$ cat config.mk
export PLATFORM = sky130hd
export DESIGN_NAME = mem_port_arbiter
export DESIGN_NICKNAME = d
export VERILOG_FILES = /design/src/rtl/mem_arb_pkg.sv /design/src/rtl/arb_pick3.sv /design/src/rtl/mem_port_arbiter.sv
export SDC_FILE = /design/constraint.sdc
export NUM_CORES = 1
export LEC_CHECK = 0
export CORE_AREA = 4 4 41 43
export CTS_BUF_LIST = sky130_fd_sc_hd__clkbuf_8
export CTS_CLUSTER_DIAMETER = 60
export DETAILED_ROUTE_END_ITERATION = 8
export DIE_AREA = 0 0 45 47
export GPL_ROUTABILITY_DRIVEN = 0
export PLACE_DENSITY_LB_ADDON = 0.3
export SLEW_MARGIN = 20
export SYNTH_ARGS = -nofsm -noshare
export SYNTH_HDL_FRONTEND = slang
export SYNTH_HIERARCHICAL = 1
export SYNTH_SLANG_ARGS = --single-unit
$ cat constraint.sdc
create_clock -name clk -period 1.6 [get_ports clk]
set_clock_uncertainty 0.05 [all_clocks]
set_input_delay 0.4 -clock clk [delete_from_list [all_inputs] [get_ports clk]]
set_output_delay 0.4 -clock clk [all_outputs]
set_load 0.005 [all_outputs]
$ cat src/rtl/mem_arb_pkg.sv
// Shared types and encodings for the main-memory port arbiter.
// Used by arb_pick3 and mem_port_arbiter.
package mem_arb_pkg;

  // Burst sequencer states.
  typedef enum logic [1:0] {
    IDLE  = 2'd0,
    BURST = 2'd1,
    DONE  = 2'd2
  } state_e;

  // Select codes for the 4-to-1 address/data mux in front of memory.
  // SEL_IDLE picks the mux's constant-zero leg.
  localparam logic [1:0] SEL_IREFILL = 2'b00;
  localparam logic [1:0] SEL_DREFILL = 2'b01;
  localparam logic [1:0] SEL_WBACK   = 2'b10;
  localparam logic [1:0] SEL_IDLE    = 2'b11;

  // Requester bit positions in req/grant/done.
  // Each index equals that requester's mux select code.
  localparam int REQ_IREFILL = 0;
  localparam int REQ_DREFILL = 1;
  localparam int REQ_WBACK   = 2;

  localparam int DEF_BLOCK_WORDS = 4;

endpackage

$ cat src/rtl/arb_pick3.sv
// Combinational winner selection among the three memory requesters.
// With MEM_ARB_RR_EN defined, the search is round-robin and starts
// just after rr_ptr. Otherwise it is fixed priority:
// write-back > D-refill > I-refill.
module arb_pick3
  import mem_arb_pkg::*;
(
  input  logic [2:0] req,
`ifdef MEM_ARB_RR_EN
  input  logic [1:0] rr_ptr,
`endif
  output logic [2:0] gnt,
  output logic [1:0] sel
);

`ifdef MEM_ARB_RR_EN
  logic [1:0] start;
  logic [2:0] cand;
  logic       found;

  // Round-robin search starting at rr_ptr+1 mod 3. The first requester found wins.
  always_comb begin
    // NOTE: every output of a combinational block gets a default first, so no path leaves it unassigned and infers a latch.
    gnt   = '0;
    sel   = SEL_IDLE;
    found = 1'b0;
    cand  = '0;
    start = (rr_ptr >= 2'd2) ? 2'd0 : rr_ptr + 2'd1;
    for (int k = 0; k < 3; k++) begin
      cand = {1'b0, start} + 3'(k);
      if (cand >= 3'd3) cand = cand - 3'd3;
      if (!found && req[cand[1:0]]) begin
        found = 1'b1;
        gnt   = 3'(3'b001 << cand[1:0]);
        sel   = cand[1:0];
      end
    end
  end
`else
  // Fixed priority. Write-back goes first so a dirty victim leaves before its refill.
  always_comb begin
    gnt = '0;
    sel = SEL_IDLE;
    if (req[REQ_WBACK]) begin
      gnt[REQ_WBACK] = 1'b1;
      sel            = SEL_WBACK;
    end else if (req[REQ_DREFILL]) begin
      gnt[REQ_DREFILL] = 1'b1;
      sel              = SEL_DREFILL;
    end else if (req[REQ_IREFILL]) begin
      gnt[REQ_IREFILL] = 1'b1;
      sel              = SEL_IREFILL;
    end
  end
`endif

endmodule

$ cat src/rtl/mem_port_arbiter.sv
// Arbitrates the single main-memory port between the I-cache refill,
// D-cache refill and D-cache write-back requesters. It runs one
// cache-line burst at a time, and all outputs come from registers.
// Optional macro MEM_ARB_RR_EN switches arbitration to round-robin.
module mem_port_arbiter
  import mem_arb_pkg::*;
#(
  parameter int BLOCK_WORDS = DEF_BLOCK_WORDS,
  parameter int WCNT_W      = 2
) (
  input  logic              clk,
  input  logic              rst_n,
  input  logic [2:0]        req,
  input  logic              mem_ready,
  output logic              mem_req,
  output logic              mem_we,
  output logic [1:0]        mem_sel,
  output logic [2:0]        grant,
  output logic [WCNT_W-1:0] word_cnt,
  output logic [2:0]        done
);

  localparam logic [WCNT_W-1:0] LAST_WORD = WCNT_W'(BLOCK_WORDS - 1);

  state_e              state_q,    state_d;
  logic                mem_req_q,  mem_req_d;
  logic                mem_we_q,   mem_we_d;
  logic [1:0]          mem_sel_q,  mem_sel_d;
  logic [2:0]          grant_q,    grant_d;
  logic [WCNT_W-1:0]   word_cnt_q, word_cnt_d;
  logic [2:0]          done_q,     done_d;
  logic [2:0]          pick_gnt;
  logic [1:0]          pick_sel;
`ifdef MEM_ARB_RR_EN
  logic [1:0]          rr_ptr_q,   rr_ptr_d;
`endif

  arb_pick3 u_pick (
    .req    (req),
`ifdef MEM_ARB_RR_EN
    .rr_ptr (rr_ptr_q),
`endif
    .gnt    (pick_gnt),
    .sel    (pick_sel)
  );

  // Next-state and next-output logic of the burst sequencer.
  always_comb begin
    state_d    = state_q;
    mem_req_d  = mem_req_q;
    mem_we_d   = mem_we_q;
    mem_sel_d  = mem_sel_q;
    grant_d    = grant_q;
    word_cnt_d = word_cnt_q;
    done_d     = '0;
`ifdef MEM_ARB_RR_EN
    rr_ptr_d   = rr_ptr_q;
`endif
    case (state_q)
      IDLE: begin
        if (|req) begin
          state_d    = BURST;
          mem_req_d  = 1'b1;
          mem_we_d   = pick_gnt[REQ_WBACK];
          mem_sel_d  = pick_sel;
          grant_d    = pick_gnt;
          word_cnt_d = '0;
`ifdef MEM_ARB_RR_EN
          rr_ptr_d   = pick_sel;
`endif
        end else begin
          mem_req_d  = 1'b0;
          mem_we_d   = 1'b0;
          mem_sel_d  = SEL_IDLE;
          grant_d    = '0;
          word_cnt_d = '0;
        end
      end
      BURST: begin
        if (mem_ready) begin
          if (word_cnt_q == LAST_WORD) begin
            state_d    = DONE;
            mem_req_d  = 1'b0;
            mem_we_d   = 1'b0;
            mem_sel_d  = SEL_IDLE;
            grant_d    = '0;
            word_cnt_d = '0;
            done_d     = grant_q;
          end else begin
            word_cnt_d = word_cnt_q + 1'b1;
          end
        end
      end
      DONE:    state_d = IDLE;
      default: state_d = IDLE;
    endcase
  end

  // State and output registers. Asynchronous reset returns everything to idle.
  always_ff @(posedge clk or negedge rst_n) begin
    // NOTE: sequential state uses non-blocking assignments, so every flop samples values from before the edge.
    if (!rst_n) begin
      state_q    <= IDLE;
      mem_req_q  <= 1'b0;
      mem_we_q   <= 1'b0;
      mem_sel_q  <= SEL_IDLE;
      grant_q    <= '0;
      word_cnt_q <= '0;
      done_q     <= '0;
`ifdef MEM_ARB_RR_EN
      rr_ptr_q   <= '0;
`endif
    end else begin
      state_q    <= state_d;
      mem_req_q  <= mem_req_d;
      mem_we_q   <= mem_we_d;
      mem_sel_q  <= mem_sel_d;
      grant_q    <= grant_d;
      word_cnt_q <= word_cnt_d;
      done_q     <= done_d;
`ifdef MEM_ARB_RR_EN
      rr_ptr_q   <= rr_ptr_d;
`endif
    end
  end

  assign mem_req  = mem_req_q;
  assign mem_we   = mem_we_q;
  assign mem_sel  = mem_sel_q;
  assign grant    = grant_q;
  assign word_cnt = word_cnt_q;
  assign done     = done_q;

endmodule

Word level (Yosys, flattened, before mapping):

Cells that the tools add are included.

* register bits after elaboration: 14
* latch bits: 0
* bits in writable memories: 0
* memory bits (read-only): 0
* output and inout port bits: 12
* word-level logic and storage cells: 51
* memories: 0

* add/sub/neg operators: 1
* multipliers: 0
* divide/modulo/power cells: 0
* magnitude comparators: 0
* equality and inequality tests: 5
* shifts and indexed selects: 0
* multiplexer cells: 32
* bitwise gates (word level): 0
* reduce and logical (&&, ||, !) cells: 6

Operator list (count)
* 2-bit 2-to-1 mux: 12
* 3-bit 2-to-1 mux: 6
* 2-bit case mux with 2 select lines: 3
* 1-bit 2-to-1 mux: 8
* 2-bit != test, second input constant: 3
* 3-bit case mux with 2 select lines: 1
* 3-bit AND reduction: 2
* 1-bit case mux with 2 select lines: 2
* 3-bit OR reduction: 1
* 2-bit by 1-bit adder with 2-bit output, second input constant: 1
* 2-bit by 1-bit == test with 1-bit output, second input constant: 1
* 2-bit == test, second input constant: 1
* 2-bit zero test: 1
* 2-bit AND reduction: 1
* 2-bit nonzero test: 1

Longest topological paths before layout:

Gate-level depths: netlist of run 1.

* depth in word-level cells: 5
* mapped depth: 4
* depth with buffers taken out: 4

Modules after synthesis:

The synthesis of run 1 kept the hierarchy.

By module, submodules not included
* mem_port_arbiter: times used 1, cells an instance 42, area an instance 519.2 um^2, seq. area each 327.8 um^2
* arb_pick3: times used 1, cells an instance 6, area an instance 35.0 um^2, seq. area each 0.0 um^2

Least setup slack after synthesis of run 1:

OpenSTA, ideal clock, no wires.

* path type: reg2reg
* start: register word_cnt_q[1], in the netlist word_cnt[1]
* end: register mem_we_q, in the netlist mem_we
* data arrival time: 1.003 ns
* data required time: 1.429 ns
* slack: 0.426 ns
* stages on the path, launching flop included: 5
* buffers on the path: 0
* cell sequence: dfrtp_1 ha_1 nand2_1 a21o_1 a22o_1

* cells in the longest elaborated chain, start to end: 3

RTL lines
* from (decl): RTL line mem_port_arbiter.sv:30 `logic [WCNT_W-1:0] word_cnt_q, word_cnt_d;`
* from (signal assigned): RTL line mem_port_arbiter.sv:119 `word_cnt_q <= word_cnt_d;`
* 2-bit == test: RTL line mem_port_arbiter.sv:81 `if (word_cnt_q == LAST_WORD) begin`
* 2-bit != test (no source line)
* 3-bit AND reduction (no source line)
* to (signal assigned): RTL line mem_port_arbiter.sv:116 `mem_we_q <= mem_we_d;`
* to (decl): RTL line mem_port_arbiter.sv:27 `logic mem_we_q, mem_we_d;`

No other way between the ends.
A chain may end at the register's enable or synchronous reset.

Final worst setup path of run 1:

* start: register mem_we_q, in the netlist mem_we
* end: output port mem_we

RTL lines
* to (decl): RTL line mem_port_arbiter.sv:16 `output logic mem_we,`

No word-level cell between the ends.

==> results.cfg, run 1 <==
[run_status]
status = completed

[synthesis]
async_flop_share_pct = 100
synth_edf_count = 0
ys.flop_type = dfrtp_1
synth-seq-cells = 13
netlist_instances = 48
syn_area_per_cell_um2 = 11.5
synth_area_um2 = 554
yosysWarnings = 6
synthesis.nets = 55
synthDistinctLibCells = 22
yosysSeqAreaShare_pct = 59.1

[grt]
overflow = 0
grt_pass1_vias = 439
grt_pass1_wl_mm = 1.90
grt_max_degree = 14
grt_usage_pct = 13.1
antenna_found_initial = 0

[route]
drc = 0
wirelength_mm = 1.24
drt_pass1_iterations = 2
drt_iter0_drc = 1
via_count = 458
vias_per_cell = 4.98
postRouteAntennaNets = 0
wl_per_cell_um = 13.5

[power]
p_clk_share_pct = 19.5
p_sw_uw = 419
total_power_mw = 1.42
leakagePower_nw = 0.437
peakVddDrop_v = 0.000836
intPower_mw = 1.00
powerDensity_mw_per_mm2 = 1670
p_seq_share_pct = 38.6
switching_share_pct = 29.5
pwr-share-comb_pct = 41.9

[setup_path]
cp.required_ns = 1.15
crit_type = reg2out
worstPathMaxFanout = 4
cp-start-kind = register
cp_slowest_stage_delay_ns = 0.51
path_buf_inv = 1
cp_slowest_cell = clkdlybuf4s50_1
crit_chain = clkdlybuf4s50_1
crit_family = buffers and inverters
worstPathArrival_ns = 1.11
end_kind = primary output

[clock_tree]
cts_made_buffers = 3
insertion_delay_ns = 0.23
cts_tree = done
hold_buffers = 0
cts_root_buf = clkbuf_8
cts_buffer_depth = 2
cts_sinks = 13
clk_pin_slew_worst_paths_ns = 0.05
htreeDepth = 1

[placement]
pre_cts_ws_ns = -0.108
portBuffers = 17
dp_hpwl_um = 920
placed_area_um2 = 766

[flow_run]
drv_cap = 0

[floorplan]
ios = 18
dieWidth_um = 45
num_rows = 13
die_area_mm2 = 0.00212
coreArea_mm2 = 0.00130
start_util_pct = 42.6
die_y_um = 47

[timing]
hold_violations = 0
max_freq_mhz = 639
period_share_pct = 97.8
worst_slack_ns = 0.0359
fin_hold_ws_ns = 0.414
relSlewSlack_pct = 65.1
setup_viol = 0
finalMaxSlewViolations = 0
tightest_slew_ns = 0.519
fin_crit_ns = 1.56

[finish]
final_common_cell = clkdlybuf4s50_1
fin_area_um2 = 851
final_cell_mix = clkdlybuf4s50_1, dfrtp_1, buf_4
drive_gt1_share_pct = 20.8
syn_to_final_growth_pct = 53.5
nNetsFinal = 85
num_antenna_cells = 0

[hold_path]
holdCritPathClass = in2async
==> routing by layer <==
layer / vias to the layer above / part of all wire [%] / global-route usage (%)
met5: - / 0 / 0
li1: 229 / - / -
met1: 215 / 41 / 14.2
met3: 2 / 5.7 / 4.60
met4: 0 / 0.89 / 5.26
met2: 12 / 52 / 23.2
==> per-stage QoR <==
step,util (%),setup TNS [ns],std cells
CTS,62.7,0,88
global route,65.4,-0.0108,92
global placement,58.8,-0.143,83
floorplan,-,0,48
finish,65.4,0,92
detailed placement,58.8,-0.380,83
==> Yosys cell counts, drive strengths merged (2+ instances only) <==
master	number	area (um^2)
a21o	2	15.0
o21ai	2	10.0
inv	3	11.3
dfstp	2	52.6
and2	3	18.8
a22o	3	26.3
nand2	3	11.3
nor3	2	10.0
a21oi	2	10.0
nor2	2	7.51
dfrtp	11	275
buf	2	15.0
o22a	2	17.5
==> registers in the layout, indices dropped and copies added, names as in the netlist <==
name,cells
word_cnt,2
state_q,2
mem_we,1
mem_sel,2
done,3
grant,2
mem_req,1
==> power groups by stage <==
stage	clock network, mW	registers (mW)	logic, mW
2_1_floorplan	0	0.554	0.245
5_1_grt	0.304	0.559	0.656
3_3_place_gp	0	0.558	0.510
4_1_cts	0.285	0.555	0.539
3_5_place_dp	0	0.565	0.530
6_report	0.277	0.547	0.595
==> kinds of logic after synthesis <==
| kind of cell | after synthesis | synth area share (%) |
|---|---|---|
| simple gates | 16 | 16.7 |
| flops | 13 | 59.1 |
| compound gates | 13 | 17.2 |
| buf+inv | 5 | 4.74 |
| fa+ha+maj | 1 | 2.26 |
==> worst paths after layout <==
path	startpoint	depth (start not counted)	endpoint	slack (ns)
min in group clk	mem_req	1	mem_req	0.44
worst min-delay path	rst_n	2	state_q[0]	0.41
max in group asynchronous	rst_n	2	mem_sel[1]	0.85
worst max register to register	word_cnt[0]	5	grant[1]	0.26
worst min register to register	mem_req	1	mem_req	0.44
worst max-delay path	mem_we	1	mem_we	0.04
==> area by class of cell <==
cell class | count | area [um^2]
clock buffers | 3 | 41.3
flip-flops and latches | 13 | 328
multi-input cells | 30 | 200
repair buffers | 27 | 248
inverters | 3 | 11.3
fillers | 114 | 450
well taps | 15 | 18.8
clock inverters | 1 | 3.75
==> repair_timing <==
item	in CTS	in global routing
setup buffers	1	4
gates resized for setup	2	2
endpoints found under the setup margin	3	5
(Power assumes the default switching activity.)
==> run 2, diff against run 1 <==
ABC_AREA = 1   (was not set)
==> run 2 against run 1 <==
Synthesized cell count increased by 63%. Total power up 11%. Final area increased by 2.6%. Global-route usage rose by 1.5 points. Register-to-register slack improved by 0.18 ns. Worst setup slack worse by 0.0082 ns. First-iteration DRC count increased to 7.0 times the previous value. Clock power is 3% higher. Critical path type unchanged. Non-clock buffer count is 6 lower. Maximum frequency down 0.52%. Highest routed layer unchanged. Hold slack got worse by 0.0038 ns.
==> results.cfg, run 2 <==
[run_status]
status = completed

[clock_tree]
clk_pin_slew_worst_paths_ns = 0.06
insertion_delay_ns = 0.24
cts_sinks = 13
cts_tree = done
cts_buffer_depth = 2
htreeDepth = 1
cts_made_buffers = 3
cts_root_buf = clkbuf_8

[timing]
finalSetupTns_ns = 0
finalMaxSlewViolations = 0
worst_slack_ns = 0.0277
relSlewSlack_pct = 83.2
tightest_slew_ns = 0.252
setup_viol = 0
max_freq_mhz = 636
hold_violations = 0
period_share_pct = 98.3
fin_crit_ns = 1.57

[setup_path]
cp_slowest_cell = clkdlybuf4s50_1
worstPathArrival_ns = 1.12
cp-start-kind = register
cp.required_ns = 1.15
cp_slowest_stage_delay_ns = 0.52
worstPathMaxFanout = 3
crit_type = reg2out
path_buf_inv = 1
end_kind = primary output
crit_family = buffers and inverters
crit_chain = clkdlybuf4s50_1

[finish]
final_cell_mix = nand2_1, inv_1, clkdlybuf4s50_1
instances_no_fill = 116
num_antenna_cells = 0
regArea_um2 = 328
nNetsFinal = 109
drive_gt1_share_pct = 16.8
largest_register_ffs = 3
syn_to_final_growth_pct = 40.2
utilization_pct = 67.1
n_fill_cell = 118
final_common_cell = nand2_1
multi_input_area_um2 = 228

[hold_path]
holdCritPathClass = in2async

[synthesis]
synth_edf_count = 0
synth_top_area_share_pct = 44.2
syn_area_per_cell_um2 = 7.99
ys.flop_type = dfrtp_1
netlist_instances = 78
synth_area_um2 = 623
yosysSeqAreaShare_pct = 52.6
synthDistinctLibCells = 15
async_flop_share_pct = 100
yosys-top-cells-area = dfrtp_1, nand2_1, dfstp_2
synthTopCellsByCount = nand2_1, dfrtp_1, inv_1
yosysWarnings = 6
synthesis.nets = 85
synth-seq-cells = 13
yosysMostFrequentCell = nand2_1
synth.largest_area_cell = dfrtp_1

[grt]
grt_pass1_wl_mm = 2.13
grt_usage_pct = 14.5
antenna_found_initial = 0
grt_pass1_vias = 516
grt.met2_usage_pct = 24.3
grt_busiest_layer = met2
overflow = 0
grt_util_met1_pct = 16.2
grt_use_met3_pct = 2.30
grt_max_degree = 14

[route]
wirelength_mm = 1.27
vias_per_cell = 4.58
drt_iter0_drc = 7
drc = 0
wl_per_cell_um = 11.0
via_count = 531
drt_pass1_iterations = 3
postRouteAntennaNets = 0

[power]
total_power_mw = 1.57
leakagePower_nw = 0.494
peakVddDrop_v = 0.00105
powerDensity_mw_per_mm2 = 1800

[placement]
pre_cts_ws_ns = -0.0256
dp_cells = 110
dp_hpwl_um = 976
portBuffers = 17

[floorplan]
die_area_mm2 = 0.00212
start_util_pct = 47.9
num_rows = 13
ios = 18
dieWidth_um = 45
coreArea_mm2 = 0.00130
die_y_um = 47

[flow_run]
drv_cap = 0
## run 2: changes by cell type in the layout (fill, tap and decap cells not counted), moves of 2 or more
cell / before / now
and2_1: 3 / 0
a22o_1: 3 / 0
nand2_1: 3 / 24
nor2_1: 2 / 9
o22a_1: 2 / 0
nor3_1: 2 / 0
nand2_2: 0 / 2
a21o_1: 2 / 0
nand3_1: 1 / 7
buf_4: 10 / 4
inv_1: 4 / 12
inv_2: 0 / 3
## run 2: worst paths after layout
path / from / depth (start not counted) / slack (ns) / end
worst max register to register: word_cnt[0] / 5 / 0.44 / done[0]
worst min register to register: mem_sel[0] / 2 / 0.42 / mem_sel[0]
worst min-delay path: rst_n / 2 / 0.41 / word_cnt[1]
max in group asynchronous: rst_n / 2 / 0.86 / mem_sel[0]
min in group clk: mem_sel[0] / 2 / 0.42 / mem_sel[0]
worst max-delay path: mem_we / 1 / 0.03 / grant[2]
## run 2: power breakdown
| part | internal (mW) | switching, mW |
|---|---|---|
| registers | 0.483 | 0.0981 |
| clock network | 0.169 | 0.115 |
| logic | 0.350 | 0.359 |
## run 2: worst reg2reg max path, stage by stage (launching register included)
cell     delay [ns]
dfrtp_1        0.38
ha_1           0.20
inv_1          0.08
o21ai_2        0.17
nand2_1        0.12
nor2_1         0.10
## run 2: logic make-up (layout without fill, tap and decap cells)
family	count (synthesis)	count (layout)	synth area share, %
and+or+nand+nor	43	43	29.3
buffers and inverters	16	39	10.8
DFF	13	13	52.6
AOI/OAI and AO/OA	5	5	5.22
adders and majority gates	1	1	2.01
## run 2: layer usage
metal	vias to the layer above	share of wire (%)	routed length, um
met5	-	0	0
met4	0	1.8	23
met3	2	3.1	39
met2	8	53	675
met1	244	42	536
li1	277	-	-
## run 2: cell type report
cell class                 instances  area share (%)
timing repair buffer              21            23.1
sequential                        13            37.5
clock inverter                     1           0.430
clock buffer                       3            4.73
inverter                          14            6.02
tap                               15            2.15
multi-input combinational         49            26.1
## run 2: per-stage QoR
step	area, um^2	hold slack [ns]
after floorplan	623	0.0544
after global placement	812	0.416
after detailed placement	812	0.412
after CTS	861	0.418
after global routing	873	0.436
final	873	0.410
## run 2: what timing repair did
action | CTS | global route
endpoints found under the setup margin | 5 | 4
gates resized for setup | 3 | 2
setup buffers | 1 | 1
hold buffers | 0 | 0
gates cloned | 0 | 0
